## config.mk

```make
export PLATFORM = sky130hd
export DESIGN_NAME = wb_initiator
export DESIGN_NICKNAME = d
export VERILOG_FILES = /design/src/rtl/wb_pkg.sv /design/src/rtl/wb_cmd_fifo.sv /design/src/rtl/wb_initiator.sv
export SDC_FILE = /design/constraint.sdc
export NUM_CORES = 1
export LEC_CHECK = 0
export BUFFER_PORTS_ARGS = -buffer_cell sky130_fd_sc_hd__buf_2
export CAP_MARGIN = 40
export CORE_MARGIN = 2
export CORE_UTILIZATION = 45
export DETAILED_ROUTE_END_ITERATION = 12
export GPL_ROUTABILITY_DRIVEN = 0
export PLACE_DENSITY = 0.76
export SYNTH_ARGS = -nofsm -noshare
export SYNTH_HDL_FRONTEND = slang
export SYNTH_SLANG_ARGS = --single-unit
```

## constraint.sdc

```tcl
create_clock -name wb_clk_i -period 3.6 [get_ports wb_clk_i]
set_input_delay 0.54 -clock wb_clk_i [delete_from_list [all_inputs] [get_ports wb_clk_i]]
set_output_delay 0.54 -clock wb_clk_i [all_outputs]
set_load 0.01 [all_outputs]
```

## src/rtl/wb_pkg.sv

```systemverilog
// Shared types for the Wishbone initiator: FSM state encoding and the
// 69-bit command record that travels through the command FIFO.
package wb_pkg;

    typedef enum logic [1:0] {
        ST_IDLE = 2'd0,
        ST_BUS  = 2'd1,
        ST_GAP  = 2'd2
    } wb_state_t;

    typedef struct packed {
        logic        we;
        logic [3:0]  sel;
        logic [31:0] adr;
        logic [31:0] dat;
    } wb_cmd_t;

    localparam int CMD_W = $bits(wb_cmd_t);

endpackage

```

## src/rtl/wb_cmd_fifo.sv

```systemverilog
// Synchronous command FIFO. Pointers carry one extra wrap bit so that
// full and empty are distinguished without a separate occupancy counter.
module wb_cmd_fifo
    import wb_pkg::*;
#(
    parameter int DEPTH = 4,
    parameter int WIDTH = CMD_W
) (
    input  logic             clk,
    input  logic             reset,
    input  logic             push,
    input  logic [WIDTH-1:0] push_data,
    input  logic             pop,
    output logic [WIDTH-1:0] pop_data,
    output logic             full,
    output logic             empty
);

    localparam int AW = $clog2(DEPTH);
    localparam logic [AW:0] PTR_ONE = (AW+1)'(1);

    logic [WIDTH-1:0] mem [DEPTH];
    logic [AW:0]      wr_ptr;
    logic [AW:0]      rd_ptr;
    logic             do_push;
    logic             do_pop;

    assign empty    = (wr_ptr == rd_ptr);
    assign full     = (wr_ptr[AW] != rd_ptr[AW]) && (wr_ptr[AW-1:0] == rd_ptr[AW-1:0]);
    assign do_push  = push && !full;
    assign do_pop   = pop && !empty;
    assign pop_data = mem[rd_ptr[AW-1:0]];

    always_ff @(posedge clk) begin
        if (reset) begin
            wr_ptr <= '0;
            rd_ptr <= '0;
        end else begin
            if (do_push) wr_ptr <= wr_ptr + PTR_ONE;
            if (do_pop)  rd_ptr <= rd_ptr + PTR_ONE;
        end
    end

    // Storage needs no reset: an entry is only read after it has been written.
    always_ff @(posedge clk) begin
        if (do_push) mem[wr_ptr[AW-1:0]] <= push_data;
    end

endmodule

```

## src/rtl/wb_initiator.sv

```systemverilog
// Wishbone classic single-transfer initiator: queues commands, runs one bus
// cycle per command and returns a one-cycle response pulse (data or timeout).
module wb_initiator
    import wb_pkg::*;
#(
    parameter int DEPTH   = 4,
    parameter int TIMEOUT = 255
) (
    input  logic        wb_clk_i,
    input  logic        wb_rst_i,
    // Command port: a command transfers on any rising edge where cmd_valid and
    // cmd_ready are both high; the offerer holds cmd_* stable until then.
    input  logic        cmd_valid,
    output logic        cmd_ready,
    input  logic        cmd_we,
    input  logic [3:0]  cmd_sel,
    input  logic [31:0] cmd_adr,
    input  logic [31:0] cmd_dat,
    output logic        rsp_valid,
    output logic        rsp_err,
    output logic [31:0] rsp_dat,
    output logic        busy,
    output logic        wbm_cyc_o,
    output logic        wbm_stb_o,
    output logic        wbm_we_o,
    output logic [3:0]  wbm_sel_o,
    output logic [31:0] wbm_adr_o,
    output logic [31:0] wbm_dat_o,
    input  logic [31:0] wbm_dat_i,
    input  logic        wbm_ack_i,
    output wb_state_t   dbg_state
);

    localparam int CW = (TIMEOUT > 1) ? $clog2(TIMEOUT) : 1;
    localparam logic [CW-1:0] T_LAST = CW'((TIMEOUT > 0) ? TIMEOUT - 1 : 0);
    localparam logic [CW-1:0] CNT_ONE = CW'(1);

    wb_state_t           state_q, state_d;
    logic                cyc_q, cyc_d;
    wb_cmd_t             out_q, out_d;
    logic [CW-1:0]       cnt_q, cnt_d;
    logic                rsp_valid_q, rsp_valid_d;
    logic                rsp_err_q, rsp_err_d;
    logic [31:0]         rsp_dat_q, rsp_dat_d;

    logic                fifo_full;
    logic                fifo_empty;
    logic                pop;
    wb_cmd_t             cmd_in;
    logic [CMD_W-1:0]    head_bits;
    wb_cmd_t             head;

    assign cmd_in = '{we: cmd_we, sel: cmd_sel, adr: cmd_adr, dat: cmd_dat};
    assign head   = wb_cmd_t'(head_bits);

    wb_cmd_fifo #(
        .DEPTH (DEPTH),
        .WIDTH (CMD_W)
    ) u_fifo (
        .clk       (wb_clk_i),
        .reset     (wb_rst_i),
        .push      (cmd_valid),
        .push_data (cmd_in),
        .pop       (pop),
        .pop_data  (head_bits),
        .full      (fifo_full),
        .empty     (fifo_empty)
    );

    always_comb begin
        state_d     = state_q;
        cyc_d       = cyc_q;
        out_d       = out_q;
        cnt_d       = cnt_q;
        rsp_valid_d = 1'b0;
        rsp_err_d   = 1'b0;
        rsp_dat_d   = '0;
        pop         = 1'b0;
        case (state_q)
            ST_IDLE: begin
                if (!fifo_empty) begin
                    pop     = 1'b1;
                    out_d   = head;
                    cyc_d   = 1'b1;
                    cnt_d   = '0;
                    state_d = ST_BUS;
                end
            end
            ST_BUS: begin
                if (wbm_ack_i) begin
                    cyc_d       = 1'b0;
                    state_d     = ST_GAP;
                    rsp_valid_d = 1'b1;
                    rsp_dat_d   = out_q.we ? 32'h0 : wbm_dat_i;
                end else if ((TIMEOUT != 0) && (cnt_q == T_LAST)) begin
                    cyc_d       = 1'b0;
                    state_d     = ST_GAP;
                    rsp_valid_d = 1'b1;
                    rsp_err_d   = 1'b1;
                end else begin
                    cnt_d = cnt_q + CNT_ONE;
                end
            end
            // One dead cycle swallows a registered ack that lingers after cyc drops.
            ST_GAP: begin
                state_d = ST_IDLE;
            end
            default: begin
                state_d = ST_IDLE;
                cyc_d   = 1'b0;
            end
        endcase
    end

    always_ff @(posedge wb_clk_i) begin
        if (wb_rst_i) begin
            state_q     <= ST_IDLE;
            cyc_q       <= 1'b0;
            out_q       <= '0;
            cnt_q       <= '0;
            rsp_valid_q <= 1'b0;
            rsp_err_q   <= 1'b0;
            rsp_dat_q   <= '0;
        end else begin
            state_q     <= state_d;
            cyc_q       <= cyc_d;
            out_q       <= out_d;
            cnt_q       <= cnt_d;
            rsp_valid_q <= rsp_valid_d;
            rsp_err_q   <= rsp_err_d;
            rsp_dat_q   <= rsp_dat_d;
        end
    end

    assign cmd_ready = !fifo_full;
    assign busy      = !fifo_empty || (state_q != ST_IDLE);
    assign rsp_valid = rsp_valid_q;
    assign rsp_err   = rsp_err_q;
    assign rsp_dat   = rsp_dat_q;
    assign wbm_cyc_o = cyc_q;
    assign wbm_stb_o = cyc_q;
    assign wbm_we_o  = out_q.we;
    assign wbm_sel_o = out_q.sel;
    assign wbm_adr_o = out_q.adr;
    assign wbm_dat_o = out_q.dat;
    assign dbg_state = state_q;

endmodule

```

-- Yosys cells after proc, flatten, opt, wreduce, memory -nomap -nowiden
Memory sizes are Yosys's and may differ from the RTL's. A register that Yosys moved wholly into a read port is not among the register bits.
Cells that the tools add are included.
- memory bits (read-only): 0
- memory bits (writable): 276
- memories: 1
- word-level logic and storage cells: 60
- register bits: 51
- bits in latches: 0
- output and inout port bits: 109
- memories (memory ; depth ; bits a word ; read ports ; clocked after Yosys merged registers in ; wr ports ; RTL line ; RTL):
    u_fifo.mem ; 4 ; 69 ; 1 ; 1 ; 1 ; wb_cmd_fifo.sv:22 ; logic [WIDTH-1:0] mem [DEPTH];
- shift operators: 0
- eq/ne operators: 10
- bitwise logic cells: 4
- divide/modulo/power cells: 0
- $mul: 0
- $add $sub $neg: 3
- $lt $le $gt $ge: 0
- muxes and demuxes: 18
- reduce and logical (&&, ||, !) cells: 16
- operators by type and width (cell ; count):
    $mux 8 ; 3
    $pmux 8 s2 ; 1
    $mux 1 ; 9
    $add 8x1->8 const B ; 1
    $eq 8x8->1 const B ; 1
    $add 3x1->3 const B ; 2
    $mux 2 ; 3
    $ne 2x2->1 const B ; 3
    $not 1->1 ; 4
    $pmux 2 s2 ; 1
    $reduce_and 2->1 ; 2
    $reduce_and 4->1 ; 1
    $reduce_bool 2->1 ; 2
    $reduce_or 4->1 ; 1
    $eq 3x3->1 ; 1
    $logic_and 1x1->1 ; 3
    $ne 3x3->1 const B ; 1
    $pmux 1 s3 ; 1
    $reduce_and 3->1 ; 1
    $reduce_or 3->1 ; 1
    $eq 2x1->1 const B ; 1
    $eq 2x2->1 ; 1
    $eq 2x2->1 const B ; 1
    $logic_not 1->1 ; 2
    other kinds (4) ; 4

-- Logic depth before layout (Yosys ltp)
- depth in word-level cells: 6
- mapped depth: 7

-- Hierarchy
A second synthesis with hierarchy kept.
- cells, all modules: 861
- area, all modules: 14322.5 um^2
- modules (own cells, without submodules) (module ; sequential area each (um^2) ; cells an instance ; instances ; area an instance (um^2)):
    wb_cmd_fifo ; 8448.1 ; 429 ; 1 ; 10496.3
    wb_initiator ; 2282.2 ; 432 ; 1 ; 3826.2

-- Worst setup path before layout
Ideal clock, no wire load.
- path kind: reg2reg
- from: register u_fifo.rd_ptr[1]
- to: register u_fifo.wr_ptr[2]
- stages on the path, launching flop included: 6
- buffers on the path: 1
- arrival: 2.967 ns
- setup slack: 0.421 ns
- cell sequence: dfxtp_1 -> buf_2 -> xor2_2 -> o31a_1 -> and2_1 -> o21ai_0
- longest elaborated chain between the ends: 4
- ends and longest elaborated chain (element ; RTL line ; RTL):
    start: declaration ; wb_cmd_fifo.sv:24 ; logic [AW:0] rd_ptr;
    start signal: assignment ; wb_cmd_fifo.sv:40 ; if (do_pop) rd_ptr <= rd_ptr + PTR_ONE;
    $eq 2x2->1 ; wb_cmd_fifo.sv:29 ; assign full = (wr_ptr[AW] != rd_ptr[AW]) && (wr_ptr[AW-1:0] == rd_ptr[AW-1:0]);
    $logic_and 1x1->1 ; wb_cmd_fifo.sv:29 ;
    $logic_not 1->1 ; wb_cmd_fifo.sv:30 ; assign do_push = push && !full;
    $logic_and 1x1->1 ; wb_cmd_fifo.sv:30 ;
    end signal: assignment ; wb_cmd_fifo.sv:39 ; if (do_push) wr_ptr <= wr_ptr + PTR_ONE;
    end: declaration ; wb_cmd_fifo.sv:23 ; logic [AW:0] wr_ptr;
No other way between the ends.
A chain may end at the register's enable or synchronous reset.

-- Worst setup path in the final report
- from: register u_fifo.wr_ptr[0]
- to: memory u_fifo.mem[3][31] in the netlist's numbering (enable)
- longest elaborated chain between the ends: 6
- ends and longest elaborated chain (element ; RTL line ; RTL):
    $eq 2x2->1 ; wb_cmd_fifo.sv:29 ;
    $logic_and 1x1->1 ; wb_cmd_fifo.sv:29 ;
    $logic_not 1->1 ; wb_cmd_fifo.sv:30 ;
    $logic_and 1x1->1 ; wb_cmd_fifo.sv:30 ;
    $mux 1 ; wb_cmd_fifo.sv:46 ; if (do_push) mem[wr_ptr[AW-1:0]] <= push_data;
    $mux 1 (implied by the code) ; wb_cmd_fifo.sv:46 ;
    end: declaration ; wb_cmd_fifo.sv:22 ;
Parallel ways exist; a longest one is shown, timed or not.

==> results.md <==
* WL/cell at 19.7 um
* Status: completed
* Worst hold path depth at 2
* TritonCTS Buffers at 41
* Cells after synthesis at 848
* Post-synthesis adder-cell area fraction at 0.615%
* Post-Route WL at 29.8 mm
* Worst-case clock buffer depth at 3
* Crit Path Category: reg -> reg
* Worst setup EP type: register
* Worst-margin pin slew at 0.633 ns
* Worst-path fanout max at 40
* Cell area after synthesis at 0.0142 mm^2
* Net Count, Synth at 960
* CTS H-tree depth at 2
* Largest net degree at the start of global routing at 56
* Met1 WL at 12.7 mm
* DRT iter0 DRCs at 560
* DIE WIDTH at about 180 um
* Period utilization at a little under three quarters
* Synth cell types at 44
* Worst-path clk slew at roughly 0.060 ns
* Largest stage delay, worst path at 0.63 ns
* First-pass iteration count of the detailed router at 5
* Synth warn at 0
* Initial cell density of the core at between 40 and 50%
* Compound-Gate Fraction of Synth Area at 4.12%
* Minimum clock period at 2.55 ns
* Hold EP: rsp_dat[9]
* GRT Util Overall at ~18%
* Synth area leader: edfxtp_1
* Worst reg2reg path endpoint: u_fifo.mem[3][31]
* CTS tree: built
* Sink Count at 396
* Residual DRC at 0
* Sequential element share of the synthesized area at between 70% and 80%
* Top post-synthesis cells by area: edfxtp_1 58%, dfxtp_1 17%, mux4_2 11%, nand2_1 3.8%, a21oi_1 2.6%
* Clock power share at 33.7%
* Combinational power share at approximately 23%
* Sw frac at 28.8%
* Global-route wire length before repair at 45.6 mm
* Max-cap violations at 0
* Sequential Power Share at 43.7%
* Number of vias per cell at 5.28
* Final Setup Violations at 0
* Main combinational cell family by area after synthesis: multiplexers
* Reg2Reg Setup Slack at 1.05 ns
* TNS Setup at 0 ns
* Setup bufs post-CTS at 0
* Post-synth top area share at 58.2%
* GRT overflow at 0
* Slowest cell on crit path: and2_4
* Rel. slew slack at 57.8%
* Fmax at 0.392 GHz
* Max-slew violations at 0
* Top sig layer: met5
* CORE AREA at 0.0313 mm^2
* Die height at around 180 um
* Commonest non-fill, non-tap cell in the layout: edfxtp_1
* Initial antenna violation count at 7
* Site Rows at 65
* Via count at around 8000
* Pleak at approximately 6.3 nW
* Pwr Total at about 0.013 W
* HP Start: wbm_dat_i[9]
* Die ar. at 0.0331 mm^2
* Crit path max-delay family: simple AND/OR/NAND/NOR gates
* Main flop type after synthesis: edfxtp_1
* Hold_buf cts at 0
* PD cells at 750 mW/mm^2
* Met3 WL at 2.49 mm
* Vias in the first global route at 7957
* Most frequent cells in the layout: 276 x edfxtp_1, 212 x buf_2, 145 x nand2_1
* Syn_area_per_cell at 16.8 um^2
* Nets at 1189
* Reg2reg start: u_fifo.wr_ptr[0]
* Critical path required time at between 3 and 4 ns
* Post-DP HPWL at 18.7 mm
* IO Port Bufs at 213
* Startpoint Class: register
* Synth Area in XOR/XNOR at 0.475%
* Mux contribution to synthesized area at 11.0%
* CP Cell Sequence: xor2_2 -> o31a_1 -> and2_4 -> buf_4
* Worst Hold Class: in -> reg
* CP Buf/Inv Count at 1
* Worst clock skew at 0.0278 ns
* Worst skew pair latency at 0.55 ns
* CTS root buf: clkbuf_16
* Post_cts resized at 0
* Post-synth EDFFs at about 280
* P_int at ~0.0092 W
* Final ANT Viol Nets at 0
* RSZ-0062 raised after global routing: no
* Psw at 0.00373 W
* Hold Fails Final Rpt at 0
* I/O pins at between 200 and 250
* WL met2 at 13.9 mm
* Layout area overhead at 21.2%
* IR drop worst, VDD at between 0.4 and 0.5 mV
* Synthesized flop and latch total at 396
* Simple-gate share of the synthesized area at 6.87%
* Data arrival time at the worst-slack endpoint at 2.76 ns
* R2R cell count at 4
* Fraction of layout cells with a size suffix above 1 at 34.2%
* Ys async rst share at 0%
[through the flow]
step / setup slack (ns) / cell area [um^2] / instances / hold slack [ns] / utilization [%]
2_1_floorplan: 0.421 / 14200 / 848 / 0.479 / -
3_3_place_gp: 1.17 / 15700 / 1433 / 0.441 / 50.3
3_5_place_dp: 1.05 / 15800 / 1436 / 0.446 / 50.5
4_1_cts: 1.02 / 17300 / 1512 / 0.171 / 55.1
5_1_grt: 0.908 / 17300 / 1514 / 0.184 / 55.1
6_report: 1.05 / 17300 / 1515 / 0.197 / 55.1
[worst register-to-register path: cells and delay by family (launching register included)]
kind | cells | cell delay [ns]
compound gates | 1 | 0.38
xor+xnor | 1 | 0.33
flops | 1 | 0.46
buf+inv | 1 | 0.41
simple gates | 1 | 0.63
[area by class of cell]
cell class                 count  area [um^2]
timing repair buffer         231         1300
clock buffer                  58         1140
multi-input combinational    401         3300
sequential                   396        10700
antenna                        3         7.51
fill                        2433        14100
clock inverter                18          287
tap                          402          503
inverter                       6         22.5
[cells by family (layout without fill, tap and decap cells)]
kind of cell,count (synthesis),after routing
AND/OR/NAND/NOR,218,218
other,0,3
flip-flops,396,396
multiplexers,70,70
adder cells (fa/ha/maj),7,7
buffers and inverters,51,313
AO/OA/AOI/OAI,100,100
XOR/XNOR,6,6
[registers in the layout, indices dropped and copies added (netlist names)]
name           count
wbm_we_o           1
wbm_sel_o          4
wbm_adr_o         32
cnt_q              8
rsp_dat           32
wbm_cyc_o          1
u_fifo.wr_ptr      3
rsp_err            1
dbg_state          2
u_fifo.rd_ptr      3
u_fifo.mem       276
rsp_valid          1
wbm_dat_o         32
[routing by layer]
layer  vias to the layer above  track usage (%)
met4                        10             5.48
met3                        60             4.89
met1                      3968             24.8
met5                         -                0
li1                       3651                -
met2                       306             28.1
[Yosys cell counts, drive strengths merged, types with 3 or more instances]
| master | instances |
|---|---|
| clkbuf | 19 |
| mux4 | 69 |
| xor2 | 3 |
| edfxtp | 276 |
| a311oi | 3 |
| xnor2 | 3 |
| nand2 | 146 |
| nand3 | 9 |
| ha | 7 |
| o31ai | 3 |
| o21ai | 6 |
| a31oi | 3 |
| buf | 26 |
| a21oi | 75 |
| dfxtp | 120 |
| nor2 | 8 |
| nand2b | 3 |
| and2 | 36 |
| inv | 6 |
[power by group through the flow]
| stage | sequential, W | combinational (W) | clock, W |
|---|---|---|---|
| CTS | 0.00566 | 0.00298 | 0.00446 |
| global placement | 0.00573 | 0.00288 | 0 |
| floorplan | 0.00588 | 0.00181 | 0 |
| detailed placement | 0.00576 | 0.00296 | 0 |
| finish | 0.00566 | 0.00292 | 0.00437 |
| global route | 0.00572 | 0.00322 | 0.00464 |
[worst max path at each step]
stage	cells after the start	startpoint	endpoint
2_1_floorplan	5	u_fifo.rd_ptr[1]	u_fifo.wr_ptr[2]
3_3_place_gp	4	u_fifo.wr_ptr[0]	u_fifo.mem[3][30]
3_5_place_dp	4	u_fifo.wr_ptr[1]	u_fifo.mem[3][26]
4_1_cts	4	u_fifo.wr_ptr[0]	u_fifo.mem[3][31]
5_1_grt	4	u_fifo.wr_ptr[0]	u_fifo.mem[3][31]
6_report	4	u_fifo.wr_ptr[0]	u_fifo.mem[3][31]
Power figures use the tool's default switching activity.
